[src/rtl/ascon_finalize.sv]
// Ascon-128 finalization: key into capacity, p^ROUNDS, tag = x3/x4 ^ K,
// constant-time comparison of the computed tag against the received tag.

module ascon_permutation #(
   parameter int ROUNDS = 12
) (
   input  logic             clk,
   input  logic             rst_n,
   input  logic             start,
   input  logic [0:4][63:0] state_in,
   output logic [0:4][63:0] state_out,
   output logic             done
);

   localparam logic [3:0] LAST  = 4'(ROUNDS);
   localparam logic [3:0] FIRST = 4'(12 - ROUNDS);

   logic [0:4][63:0] st;
   logic [3:0]       cnt;
   logic             run;

   function automatic logic [63:0] ror(input logic [63:0] v, input int unsigned n);
      return (v >> n) | (v << (64 - n));
   endfunction

   // p^a uses the last a constants of the 12-entry schedule
   function automatic logic [7:0] rc(input logic [3:0] i);
      logic [3:0] r;
      r = FIRST + i;
      return {~r, r};
   endfunction

   function automatic logic [0:4][63:0] round_fn(input logic [0:4][63:0] s,
                                                 input logic [7:0]       c);
      logic [63:0] x0, x1, x2, x3, x4;
      logic [63:0] t0, t1, t2, t3, t4;
      logic [0:4][63:0] r;
      x0 = s[0];
      x1 = s[1];
      x2 = s[2] ^ {56'd0, c};
      x3 = s[3];
      x4 = s[4];
      x0 = x0 ^ x4;
      x4 = x4 ^ x3;
      x2 = x2 ^ x1;
      t0 = ~x0 & x1;
      t1 = ~x1 & x2;
      t2 = ~x2 & x3;
      t3 = ~x3 & x4;
      t4 = ~x4 & x0;
      x0 = x0 ^ t1;
      x1 = x1 ^ t2;
      x2 = x2 ^ t3;
      x3 = x3 ^ t4;
      x4 = x4 ^ t0;
      x1 = x1 ^ x0;
      x0 = x0 ^ x4;
      x3 = x3 ^ x2;
      x2 = ~x2;
      r[0] = x0 ^ ror(x0, 19) ^ ror(x0, 28);
      r[1] = x1 ^ ror(x1, 61) ^ ror(x1, 39);
      r[2] = x2 ^ ror(x2, 1)  ^ ror(x2, 6);
      r[3] = x3 ^ ror(x3, 10) ^ ror(x3, 17);
      r[4] = x4 ^ ror(x4, 7)  ^ ror(x4, 41);
      return r;
   endfunction

   // Round 0 is applied on the start edge, so done rises ROUNDS cycles later.
   always_ff @(posedge clk or negedge rst_n) begin
      if (!rst_n) begin
         st  <= '0;
         cnt <= '0;
         run <= 1'b0;
      end else if (start) begin
         st  <= round_fn(state_in, rc(4'd0));
         cnt <= 4'd1;
         run <= 1'b1;
      end else if (run) begin
         if (cnt == LAST) begin
            run <= 1'b0;
         end else begin
            st  <= round_fn(st, rc(cnt));
            cnt <= cnt + 4'd1;
         end
      end
   end

   assign state_out = st;
   assign done      = run && (cnt == LAST);

endmodule

module ascon_finalize #(
   parameter int ROUNDS = 12
) (
   input  logic             clk,
   input  logic             rst_n,
   input  logic             start,
   input  logic [0:4][63:0] state_in,
   input  logic [127:0]     key,
   input  logic [127:0]     tag_in,
   output logic [127:0]     tag_out,
   output logic             tag_valid,
   output logic             busy,
   output logic             done
);

   typedef enum logic [2:0] {
      IDLE,
      KEY_XOR,
      PERM_START,
      PERM_WAIT,
      COMPARE,
      DONE
   } state_t;

   state_t           state, state_nxt;
   logic [0:4][63:0] st;
   logic [127:0]     key_r;
   logic [127:0]     tag_r;
   logic             perm_start;
   logic             perm_done;
   logic [0:4][63:0] perm_state;

   ascon_permutation #(.ROUNDS(ROUNDS)) u_perm (
      .clk       (clk),
      .rst_n     (rst_n),
      .start     (perm_start),
      .state_in  (st),
      .state_out (perm_state),
      .done      (perm_done)
   );

   always_ff @(posedge clk or negedge rst_n) begin
      if (!rst_n) state <= IDLE;
      else        state <= state_nxt;
   end

   always_comb begin
      state_nxt  = state;
      perm_start = 1'b0;
      case (state)
         IDLE:       if (start) state_nxt = KEY_XOR;
         KEY_XOR:    state_nxt = PERM_START;
         PERM_START: begin
            perm_start = 1'b1;
            state_nxt  = PERM_WAIT;
         end
         PERM_WAIT:  if (perm_done) state_nxt = COMPARE;
         COMPARE:    state_nxt = DONE;
         DONE:       state_nxt = IDLE;
         default:    state_nxt = IDLE;
      endcase
   end

   always_ff @(posedge clk or negedge rst_n) begin
      if (!rst_n) begin
         st        <= '0;
         key_r     <= '0;
         tag_r     <= '0;
         tag_out   <= '0;
         tag_valid <= 1'b0;
         busy      <= 1'b0;
         done      <= 1'b0;
      end else begin
         case (state)
            IDLE: begin
               if (start) begin
                  st        <= state_in;
                  key_r     <= key;
                  tag_r     <= tag_in;
                  busy      <= 1'b1;
                  tag_valid <= 1'b0;
                  tag_out   <= '0;
               end
            end
            KEY_XOR: begin
               st[1] <= st[1] ^ key_r[127:64];
               st[2] <= st[2] ^ key_r[63:0];
            end
            PERM_WAIT: begin
               if (perm_done) begin
                  st      <= perm_state;
                  tag_out <= {perm_state[3] ^ key_r[127:64], perm_state[4] ^ key_r[63:0]};
               end
            end
            COMPARE: begin
               // full-width reduce, no data-dependent early exit
               tag_valid <= ~|(tag_out ^ tag_r);
               done      <= 1'b1;
            end
            DONE: begin
               done <= 1'b0;
               busy <= 1'b0;
            end
            default: ;
         endcase
      end
   end

endmodule

[config.mk]
export PLATFORM = sky130hd
export DESIGN_NAME = ascon_finalize
export DESIGN_NICKNAME = d
export VERILOG_FILES = /design/src/rtl/ascon_finalize.sv
export SDC_FILE = /design/constraint.sdc
export NUM_CORES = 2
export LEC_CHECK = 0
export CORE_MARGIN = 8
export CORE_UTILIZATION = 30
export DETAILED_ROUTE_END_ITERATION = 8
export MAX_ROUTING_LAYER = met4
export PLACE_DENSITY_LB_ADDON = 0.25
export SLEW_MARGIN = 10
export SYNTH_ARGS = -nofsm -noshare
export SYNTH_HDL_FRONTEND = slang
export SYNTH_SLANG_ARGS = --single-unit
[constraint.sdc]
create_clock -name clk -period 4.7 [get_ports clk]
set_input_delay 0.705 -clock clk [delete_from_list [all_inputs] [get_ports clk]]
set_output_delay 0.705 -clock clk [all_outputs]
set_load 0.02 [all_outputs]
==> results.yml <==
finish:
  seqCellArea_um2: 25900
  final_nets: 10240
  stdcell_count: 12934
  syn_to_final_growth_pct: 27.3
  multi_input_area_um2: 49900
  utilization_pct: 38.4
  drive_above_1_share_pct: 10.3
  fill_cells: 25544
sta:
  fin_crit_sh_pct: 88.9
  rsz0062_at_grt: "no"
  slew_violations: 0
  layout_min_cycle_time_ps: 4180
  relSlewSlack_pct: 4.57
  fin_skew_ps: 48.9
  finalSetupViolCount: 0
  hold_viol_final: 0
  tightest_slew_ps: 1410
  fmax_mhz: 239
  tns_ps: 0
placed_design:
  finalWeightedCongestion: 1.07
  dp_cells: 12620
  port_buffers: 709
  dp_hpwl_mm: 441
critical_path:
  cp.arrival_ps: 4780
  crit_type: "reg2reg"
  cp_max_fo: 73
  cp-end-kind: "register"
  worstPathRequired_ps: 5300
  critical_path.startpoint_type: "register"
run_status:
  status: "completed"
logic_synthesis:
  postSynthCellCount: 8519
  yosysWarnings: 0
  syn_area_per_cell_um2: 9.01
  synth_edf_count: 0
  seq_area_frac_synth_pct: 33.7
  yosys-top-cells-count: "nand2_1, xnor2_1, dfrtp_1"
  synth_nets: 9356
  synthesis.area_um2: 76800
  synth.top_cell.area_share_pct: 33.7
  synth_seq_cells: 1035
  synthFlopType: "dfrtp_1"
  yosysUniqueCellTypes: 44
  synth_top_area_cell: "dfrtp_1"
  async_flop_share_pct: 100
  yosysMostFrequentCell: "nand2_1"
  yosys-top-cells-area: "dfrtp_1, xnor2_1, nand2_1, xnor3_1, xor2_1"
drt:
  routedWlPerCell_um: 40.7
  num_vias: 70532
  dr.pass1.iters: 7
  viasPerCell: 5.45
  drc_errors: 0
  antenna_left: 0
  drt_iter0_drc: 8827
  totalWireLength_mm: 527
cts:
  cts_sinks: 1035
  htree_levels: 4
  cts_setup_buffers: 0
  cts_hold_buffers: 1
  clock_path_buffers: 3
  insertion_delay_ps: 850
  root_buffer: "clkbuf_16"
  cts_tree: "done"
  clkTransAtPathRegs_ps: 60
  cts_resized: 0
  numCtsBuffers: 146
global_route:
  grt_max_degree: 137
  grt_antenna_before_repair: 55
  grt_first_pass_wirelength_mm: 683
  first_global_vias: 68108
  grt_usage_pct: 38.6
  overflow: 0
die:
  die_w_um: 522
  core_area_um2: 254000
  die_area_um2: 272000
  initial_core_util_pct: 30.2
  die_y_um: 522
  pin_count: 710
  rows: 185
min_path:
  min_path_type: "in2reg"
run:
  cap_violations: 0
state kept, by name (all words and copies together), names as in the netlist:
register / count
tag_r: 128
st: 320
busy: 1
tag_out: 128
u_perm.state_out: 320
key_r: 128
tag_valid: 1
state: 3
done: 1
u_perm.run: 1
u_perm.cnt: 4
worst max-delay path: stages (launching register included):
cell and delay, ps:
dfrtp_1 490, inv_1 100, ha_1 220, nand3_1 310, nand2_8 610, buf_12 380, nand2_1 400, a41oi_1 1250
layer usage:
metal / GRT usage (%) / vias to the layer above / part of all wire [%]
met1: 50.0 / 35942 / 42
met2: 57.1 / 3539 / 43
met3: 8.40 / 795 / 8.2
met5: - / - / 0
li1: - / 30256 / -
met4: 19.3 / 0 / 6.4
through the flow:
step | hold WS [ps] | instance area, um2 | setup WS [ps]
2_1_floorplan | 409 | 76800 | 2330
6_report | 379 | 97800 | 523
5_1_grt | 363 | 97700 | 699
3_3_place_gp | 477 | 92300 | 746
3_5_place_dp | 482 | 92400 | 802
4_1_cts | 320 | 97600 | 753
cell usage in the layout, fill, tap and decap left out, types with 12 or more instances in the layout:
master / netlist / layout
xnor2_2: 18 / 204
maj3_1: 57 / 57
clkbuf_8: 0 / 36
a222oi_1: 60 / 60
xnor3_1: 241 / 241
inv_1: 322 / 322
bufinv_16: 0 / 17
clkdlybuf4s50_1: 0 / 708
a211oi_1: 114 / 114
buf_12: 0 / 46
ha_1: 258 / 258
buf_4: 0 / 417
nor4_1: 29 / 26
nand4_1: 13 / 13
xor2_2: 2 / 46
a41oi_1: 15 / 15
clkbuf_1: 376 / 24
xnor2_1: 1610 / 1421
dfrtp_1: 1035 / 1035
a32o_1: 69 / 69
and2_1: 45 / 45
clkinv_2: 0 / 22
a31oi_1: 193 / 192
nand3_1: 49 / 48
clkbuf_16: 0 / 146
o211ai_1: 95 / 95
o211a_1: 12 / 12
or3_1: 22 / 21
nand2_1: 1720 / 1715
xor3_1: 14 / 14
xor2_1: 387 / 343
nor2b_1: 61 / 61
o22ai_1: 32 / 32
o31ai_1: 128 / 128
a22oi_1: 19 / 19
diode_2: 0 / 47
nor2_1: 566 / 565
mux2i_1: 103 / 103
o21ai_0: 481 / 481
a21oi_1: 261 / 260
cell families after synthesis:
group / share of synthesized area [%]
AOI/OAI and AO/OA: 12.4
DFF: 33.7
xor gates and xnor gates: 30.7
and+or+nand+nor: 13.0
muxes: 1.39
adders and majority gates: 4.95
buffers and inverters: 3.79
path summary, 6_finish.rpt:
| kind | endpoint | slack [ps] | cells past startpoint | startpoint |
|---|---|---|---|---|
| max in group asynchronous | tag_r[62] | 2660 | 3 | rst_n |
| min | key_r[21] | 380 | 3 | key[21] |
| max reg2reg | u_perm.state_out[261] | 520 | 7 | u_perm.cnt[1] |
| min in group asynchronous | u_perm.state_out[15] | 550 | 2 | rst_n |
| min reg2reg | tag_r[91] | 490 | 2 | tag_r[91] |
| max | u_perm.state_out[261] | 520 | 7 | u_perm.cnt[1] |
cell type report:
| type | instances | area share [%] |
|---|---|---|
| clock inverter | 60 | 1.03 |
| inverter | 322 | 1.24 |
| timing repair buffer | 1176 | 11.5 |
| tap | 3366 | 4.31 |
| multi-input combinational | 6722 | 51.0 |
| antenna | 47 | 0.120 |
| sequential | 1035 | 26.5 |
| clock buffer | 206 | 4.34 |
Power is not shown: default switching activity piles up to over one toggle a cycle in this logic, so the estimate is an artifact.
